## src/rtl/seg7_scan_ctrl.sv

```systemverilog
// seg7_scan_ctrl: time-multiplexed 7-segment display controller.
//
// Scans DIGITS digits over a shared segment/dp bus, one digit per slot of 2**SLOT_W cycles.
// Each slot starts with BLANK_CYC cycles with every digit deselected (anti-ghosting).
// A 4-bit PWM then lights the digit while the top four slot-counter bits are <= brightness_i.
// New values enter a shadow buffer via valid/ready. They are committed to the displayed
// buffer only at a frame boundary, so no frame ever shows a mix of old and new nibbles.
//
// Optional feature: define SEG7_SCAN_LZ_BLANK_EN for leading-zero blanking. With it, digit
// i > 0 shows no segments when nibbles i..DIGITS-1 are all zero.
//
// Ports:
//   clk_i          clock, all state on the rising edge
//   rst_i          asynchronous active-high reset
//   load_valid_i   new display value offered
//   load_ready_o   shadow buffer free (no commit pending)
//   load_data_i    hex nibbles, nibble i drives digit i (digit 0 least significant)
//   load_dp_i      decimal point per digit
//   brightness_i   PWM level 0..15, sampled every cycle
//   seg_o          segments {a,b,c,d,e,f,g}, active-high, registered
//   dp_o           decimal point, active-high, registered
//   digit_sel_n_o  digit selects, active-low, at most one low, registered
//   frame_start_o  one-cycle pulse with the first registered output of the digit 0 slot
module seg7_scan_ctrl #(
  parameter int unsigned DIGITS    = 2,
  parameter int unsigned SLOT_W    = 7,
  parameter int unsigned BLANK_CYC = 4
) (
  input  logic                  clk_i,
  input  logic                  rst_i,
  input  logic                  load_valid_i,
  output logic                  load_ready_o,
  input  logic [4*DIGITS-1:0]   load_data_i,
  input  logic [DIGITS-1:0]     load_dp_i,
  input  logic [3:0]            brightness_i,
  output logic [6:0]            seg_o,
  output logic                  dp_o,
  output logic [DIGITS-1:0]     digit_sel_n_o,
  output logic                  frame_start_o
);

  localparam int unsigned IdxW  = (DIGITS > 1) ? $clog2(DIGITS) : 1;
  localparam int unsigned DataW = 4 * DIGITS;

  typedef enum logic [1:0] {PhBlank, PhOn, PhOff} phase_e;

  // Segment pattern for one hex nibble, {a,b,c,d,e,f,g}.
  function automatic logic [6:0] hex7(input logic [3:0] nib);
    logic [6:0] pat;
    pat = 7'b0000000;
    unique case (nib)
      4'h0: pat = 7'b1111110;
      4'h1: pat = 7'b0110000;
      4'h2: pat = 7'b1101101;
      4'h3: pat = 7'b1111001;
      4'h4: pat = 7'b0110011;
      4'h5: pat = 7'b1011011;
      4'h6: pat = 7'b1011111;
      4'h7: pat = 7'b1110000;
      4'h8: pat = 7'b1111111;
      4'h9: pat = 7'b1111011;
      4'hA: pat = 7'b1110111;
      4'hB: pat = 7'b0011111;
      4'hC: pat = 7'b1001110;
      4'hD: pat = 7'b0111101;
      4'hE: pat = 7'b1001111;
      4'hF: pat = 7'b1000111;
    endcase
    return pat;
  endfunction

  // Scan counters
  logic [SLOT_W-1:0] slot_cnt_q, slot_cnt_d;
  logic [IdxW-1:0]   digit_idx_q, digit_idx_d;
  // Set by the first frame boundary after reset; suppresses frame_start for the first frame.
  logic              started_q, started_d;

  // Display buffers
  logic [DataW-1:0]  active_data_q, active_data_d;
  logic [DIGITS-1:0] active_dp_q, active_dp_d;
  logic [DataW-1:0]  shadow_data_q, shadow_data_d;
  logic [DIGITS-1:0] shadow_dp_q, shadow_dp_d;
  logic              pending_q, pending_d;

  // Registered outputs
  logic [6:0]        seg_q, seg_d;
  logic              dp_q, dp_d;
  logic [DIGITS-1:0] sel_n_q, sel_n_d;
  logic              frame_start_q, frame_start_d;

  logic   slot_wrap, boundary, accept, commit;
  phase_e phase;
  logic [3:0] cur_nib;
  logic       cur_dp;
  logic       lz_blank;

  // Counters, handshake and commit
  always_comb begin
    slot_wrap   = (slot_cnt_q == {SLOT_W{1'b1}});
    boundary    = slot_wrap && (digit_idx_q == IdxW'(DIGITS - 1));
    accept      = load_valid_i && !pending_q;
    // Commit looks at the pending flag from before this cycle's accept.
    commit      = boundary && pending_q;

    slot_cnt_d  = slot_cnt_q + SLOT_W'(1);
    digit_idx_d = digit_idx_q;
    if (slot_wrap) begin
      digit_idx_d = boundary ? '0 : digit_idx_q + IdxW'(1);
    end
    started_d = started_q | boundary;

    shadow_data_d = accept ? load_data_i : shadow_data_q;
    shadow_dp_d   = accept ? load_dp_i   : shadow_dp_q;
    active_data_d = commit ? shadow_data_q : active_data_q;
    active_dp_d   = commit ? shadow_dp_q   : active_dp_q;

    pending_d = pending_q;
    if (commit) pending_d = 1'b0;
    if (accept) pending_d = 1'b1;
  end

  // Phase, digit data and next registered outputs
  always_comb begin
    phase = PhOff;
    if (slot_cnt_q < SLOT_W'(BLANK_CYC)) begin
      phase = PhBlank;
    end else if (slot_cnt_q[SLOT_W-1 -: 4] <= brightness_i) begin
      phase = PhOn;
    end

    cur_nib = 4'h0;
    cur_dp  = 1'b0;
    for (int unsigned i = 0; i < DIGITS; i++) begin
      if (digit_idx_q == IdxW'(i)) begin
        cur_nib = active_data_q[4*i +: 4];
        cur_dp  = active_dp_q[i];
      end
    end

    lz_blank = 1'b0;
`ifdef SEG7_SCAN_LZ_BLANK_EN
    begin
      logic all_zero;
      all_zero = 1'b1;
      // Walk down from the top digit, accumulating "everything from here up is zero".
      for (int i = int'(DIGITS) - 1; i >= 1; i--) begin
        all_zero = all_zero && (active_data_q[4*i +: 4] == 4'h0);
        if ((digit_idx_q == IdxW'(i)) && all_zero) lz_blank = 1'b1;
      end
    end
`endif

    seg_d   = 7'b0000000;
    dp_d    = 1'b0;
    sel_n_d = {DIGITS{1'b1}};
    if (phase == PhOn) begin
      sel_n_d = ~(DIGITS'(1) << digit_idx_q);
      seg_d   = lz_blank ? 7'b0000000 : hex7(cur_nib);
      dp_d    = cur_dp;
    end

    frame_start_d = started_q && (slot_cnt_q == '0) && (digit_idx_q == '0);
  end

  always_ff @(posedge clk_i or posedge rst_i) begin
    if (rst_i) begin
      slot_cnt_q    <= '0;
      digit_idx_q   <= '0;
      started_q     <= 1'b0;
      active_data_q <= '0;
      active_dp_q   <= '0;
      shadow_data_q <= '0;
      shadow_dp_q   <= '0;
      pending_q     <= 1'b0;
      seg_q         <= '0;
      dp_q          <= 1'b0;
      sel_n_q       <= {DIGITS{1'b1}};
      frame_start_q <= 1'b0;
    end else begin
      slot_cnt_q    <= slot_cnt_d;
      digit_idx_q   <= digit_idx_d;
      started_q     <= started_d;
      active_data_q <= active_data_d;
      active_dp_q   <= active_dp_d;
      shadow_data_q <= shadow_data_d;
      shadow_dp_q   <= shadow_dp_d;
      pending_q     <= pending_d;
      seg_q         <= seg_d;
      dp_q          <= dp_d;
      sel_n_q       <= sel_n_d;
      frame_start_q <= frame_start_d;
    end
  end

  assign load_ready_o  = !pending_q;
  assign seg_o         = seg_q;
  assign dp_o          = dp_q;
  assign digit_sel_n_o = sel_n_q;
  assign frame_start_o = frame_start_q;

endmodule

```

## config.mk

```make
export PLATFORM = sky130hd
export DESIGN_NAME = seg7_scan_ctrl
export DESIGN_NICKNAME = d
export VERILOG_FILES = /design/src/rtl/seg7_scan_ctrl.sv
export SDC_FILE = /design/constraint.sdc
export NUM_CORES = 1
export LEC_CHECK = 0
export CORE_MARGIN = 2
export CORE_UTILIZATION = 45
export DETAILED_ROUTE_END_ITERATION = 12
export PLACE_DENSITY = 0.79
export SYNTH_ARGS = -nofsm -noshare
export SYNTH_HDL_FRONTEND = slang
export SYNTH_SLANG_ARGS = --single-unit
```

## constraint.sdc

```tcl
create_clock -name clk_i -period 5.8 [get_ports clk_i]
set_input_delay 0.58 -clock clk_i [delete_from_list [all_inputs] [get_ports clk_i]]
set_output_delay 0.58 -clock clk_i [all_outputs]
set_load 0.02 [all_outputs]
```

**Yosys cells after proc, flatten, opt, wreduce, memory -nomap -nowiden**

Memories as Yosys holds them, arrays and structs flattened.
Cells that the tools add are included.

- Memories: 1
- Logic and storage cells: 41
- Register bits: 41
- Bits in read-only memories: 112

Memories:

| name | words | bits a word | rd ports | clocked after Yosys merged registers in | wr ports | line | RTL |
|---|---|---|---|---|---|---|---|
| (no name shown) | 16 | 7 | 1 | 0 | 0 | 51 | `unique case (nib)` |

- Equal/unequal tests: 2
- Multiplexer cells: 10
- Reduce and logical (&&, ||, !) cells: 8
- Order comparisons: 2
- Bitwise gates (word level): 3
- Add/subtract/negate cells: 2
- Shift operators: 1

Operator list:

| kind | count |
|---|---|
| 7-bit by 1-bit adder with 7-bit output, second input constant | 1 |
| 7-bit == test, second input constant | 1 |
| 7-bit logical NOT | 1 |
| 7-bit by 3-bit < comparator with 1-bit output, second input constant | 1 |
| 7-bit two-way mux | 1 |
| 2-bit two-way mux | 3 |
| 1-bit logical AND | 5 |
| 1-bit two-way mux | 5 |
| 4-bit less-or-equal comparator | 1 |
| 4-bit two-way mux | 1 |
| 2-bit by 1-bit == test with 1-bit output, second input constant | 1 |
| 2-bit NOT | 1 |
| 2-bit nonzero test | 1 |
| 1-bit by 1-bit << shifter with 2-bit output, first input constant | 1 |
| 1-bit adder, second input constant | 1 |
| 1-bit logical NOT | 1 |
| 1-bit NOT | 1 |
| 1-bit bitwise OR | 1 |

**Logic depth before layout (Yosys ltp)**

- Word-level depth: 5
- Gate-level depth with buffers: 7

**Worst setup path after synthesis**

OpenSTA, ideal clock, no wires.

- Kind: flip-flop to flip-flop
- Start point: register digit_idx_q
- End point: register seg_q[6] (netlist: seg_o[6])
- Cell stages (with the launch flop): 7
- Data arrival time: 1888 ps
- Path buffers: 1
- Setup slack: 3831 ps
- Required time: 5720 ps
- Path through: dfrtp_1 > buf_6 > mux2i_1 > inv_1 > ha_1 > or3_1 > a21oi_1

- Cells in the longest elaborated chain, start to end: 3

Ends and longest elaborated chain:

| item | line | RTL |
|---|---|---|
| from (decl) | 74 | `logic [IdxW-1:0] digit_idx_q, digit_idx_d;` |
| from (signal assigned) | 181 | `digit_idx_q <= digit_idx_d;` |
| 4-bit two-way mux | 134 | `if (digit_idx_q == IdxW'(i)) begin` |
| memory read 16 x 7 bit | - |  |
| 7-bit two-way mux | 156 | `if (phase == PhOn) begin` |
| named net seg_d[6] | 86 | `logic [6:0] seg_q, seg_d;` |
| to (signal assigned) | 188 | `seg_q <= seg_d;` |
| to (decl) | 86 |  |

The timed path passes the listed nets, and every way through them passes these cells.
A chain may end at the register's enable or synchronous reset.

**Final worst setup path**

Ends and elaborated chain as after synthesis.

==> flow_summary_export.csv <==
group,metric,value,unit
hold_path,min_path_type,"flop to flop",
grt,grt_first_pass_wirelength,5699,um
clocking,htree_levels,2,
pwr,power,0.5253,mW
worst_setup_path,cp.required,6020,ps
synth,syn_avg_cell_area,12.86,um^2
worst_setup_path,arrival,2570,ps
cells_and_area,nets,214,
worst_setup_path,crit_fanout,12,
synth,synth_cell_types,35,
timing,report.final.hold_viol_count,0,
die,ios,29,
synth,synthCells,153,
timing,finalSetupTns,0,ps
place,globalplace.congestion,0.8915,
die,num_rows,24,
grt,grt_max_degree,42,
synth,syn-num-nets,182,
grt,grt_usage,15.05,%
outcome,status,"complete, no violations",
die,dieHeight,70.11,um
drt,top_layer,"met4",
synth,synth_area,1967,um^2
synth,yosysSeqAreaShare,52.29,%
grt,grt_pass1_vias,1270,
pwr,p_leak,1.042,nW
place,dp.cells,230,
grt,grt_antenna_before_repair,0,
drt,wl_met3,152,um
clocking,root_buffer,"clkbuf_8",
cells_and_area,area.sequential,1028,um^2
die,start_util,45.80,%
drt,num_vias,1229,
cells_and_area,area_delta_synth_final,19.66,%
place,dpl.hpwl,2331,um
synth,synth-edff-count,0,
synth,synth_ff_type,"dfrtp_1",
place,numPortBuffers,28,
clocking,clk_pin_slew,70,ps
cells_and_area,multiInputGateArea,847.1,um^2
flow_run,drv_cap,0,
timing,setup_violations,0,
clocking,post_cts_resized,0,
drt,drt-initial-drc-count,117,
timing,min_period_over_period,40.66,%
place,dpl_cell_area,2273,um^2
synth,async_flop_share,100.0,%
drt,detail_route.wl_per_cell,13.29,um
cells_and_area,fin_area,2354,um^2
die,core-area,4294,um^2
synth,yosysTopAreaCell,"dfrtp_1",
synth,synthTopCellsByArea,"dfrtp_1 50%, mux2_4 8.4%, ha_1 7.6%, mux2_2 6.3%, dfstp_2 2.7%",
worst_setup_path,worstSetupPathType,"flop to flop",
clocking,clockBufferDepth,2,
drt,dr_wl_met2,1544,um
clocking,cts-hold-fix-buffers,0,
timing,slew_headroom,37.32,%
cells_and_area,drive_gt1_share,19.35,%
timing,slew_viol_final,0,
pwr,p_per_area,223.2,nW/um^2
synth,ys_ff_latch,41,
clocking,clock_sinks,41,
drt,via_per_inst,5.164,
synth,ys_top_cells_by_count,"39 x dfrtp_1, 12 x ha_1, 12 x inv_1",
drt,ant_nets,0,
synth,synth_most_common_cell,"dfrtp_1",
die,die_width,70.11,um
clocking,cts_setup_buffers,0,
cells_and_area,nFillCells,382,
timing,timing.fmax,424.1,MHz
worst_setup_path,cp-start-kind,"flop",
cells_and_area,antenna_cells,0,
timing,finClkSkew,3.997,ps
cells_and_area,final_cells,238,
synth,netlist.area_leader.share,49.62,%
clocking,cts_tree,"yes",
worst_setup_path,worstSetupEndpointType,"flop",
timing,tightestPinTransition,914.0,ps
synth,synth_warnings,0,
clocking,clock_latency,290,ps
die,die_area,4915,um^2
drt,firstDrtPassIters,4,
drt,routed_wl,3163,um
timing,rsz0062_at_grt,"false",
drt,drc,0,
timing,min_period,2358,ps
pwr,peakVddDrop,0.09825,mV
grt,overflow,0,
clocking,cts_buffers,5,
drt,met1_length,1390,um
==> power breakdown <==
group / leakage, nW / switching [mW] / internal, mW / total (mW)
sequential: 0.511 / 0.00533 / 0.298 / 0.304
clock: 0.0395 / 0.0911 / 0.0854 / 0.177
combinational: 0.492 / 0.0194 / 0.0258 / 0.0452
total: 1.04 / 0.116 / 0.409 / 0.525
==> worst max-delay path, stage by stage, from the launching register on <==
cell     delay, ps
dfrtp_1        680
mux2i_1        630
inv_1          140
ha_1           280
or3_1          390
a21oi_1        160
==> cell type report <==
type                            count  share of cell area [%]
Sequential cell                    41                   43.70
Multi-Input combinational cell     96                   35.99
Timing Repair Buffer               29                   12.23
Clock buffer                        8                   3.402
Tap cell                           52                   2.764
Inverter                           12                   1.914
==> registers in the layout, summed over array words and instances, names as in the netlist, 2 cells and up <==
register       count
slot_cnt_q         7
shadow_dp_q        2
active_data_q      8
digit_sel_n_o      2
shadow_data_q      8
active_dp_q        2
seg_o              7
==> worst paths after layout <==
kind	from	endpoint	slack, ps	depth (start not counted)
min	started_q$_DFF_PP0_	started_q$_DFF_PP0_	470	1
max in group asynchronous	rst_i	digit_sel_n_o[0]$_DFF_PP1_	4740	3
min in group asynchronous	rst_i	dp_o$_DFF_PP0_	710	3
max reg2reg	digit_idx_q$_DFFE_PP0N_	seg_o[6]$_DFF_PP0_	3440	5
min reg2reg	started_q$_DFF_PP0_	started_q$_DFF_PP0_	470	1
max	digit_idx_q$_DFFE_PP0N_	seg_o[6]$_DFF_PP0_	3440	5
==> cell families after synthesis <==
| logic type | count (synthesis) | synth area share, % |
|---|---|---|
| compound gates | 15 | 5.535 |
| xor+xnor | 6 | 2.672 |
| fa+ha+maj | 12 | 7.633 |
| buf+inv | 16 | 4.643 |
| flops | 41 | 52.29 |
| mux | 28 | 17.94 |
| simple gates | 35 | 9.288 |
==> metal layers <==
metal / track usage, % / vias up
met2: 24.97 / 33
li1: - / 599
met5: 0 / -
met4: 7.692 / 0
met1: 17.36 / 591
met3: 4.906 / 6
==> metrics by stage <==
step,setup WS (ps),util (%),hold WS (ps)
global placement,3409,52.94,448.5
floorplan,3831,-,432.3
finish,3442,54.81,466.9
global route,3252,54.81,483.3
detailed placement,3358,52.94,450.9
CTS,3433,54.81,466.9
==> cell usage in the layout (no fill, tap or decap), types with 2 or more instances in the layout <==
cell / instances
ha_1: 12
mux2_4: 11
nor3_1: 5
nor2_1: 8
nand4_1: 2
clkdlybuf4s50_1: 28
inv_1: 12
clkbuf_1: 3
dfrtp_1: 39
nor2b_1: 2
a221oi_1: 2
a211oi_1: 3
mux2i_1: 5
mux2_2: 11
clkbuf_8: 5
xnor2_1: 4
nand3_1: 4
a21oi_1: 4
xor2_1: 2
dfstp_2: 2
nand2_1: 7
No activity file was read; power rests on OpenSTA's default activity.
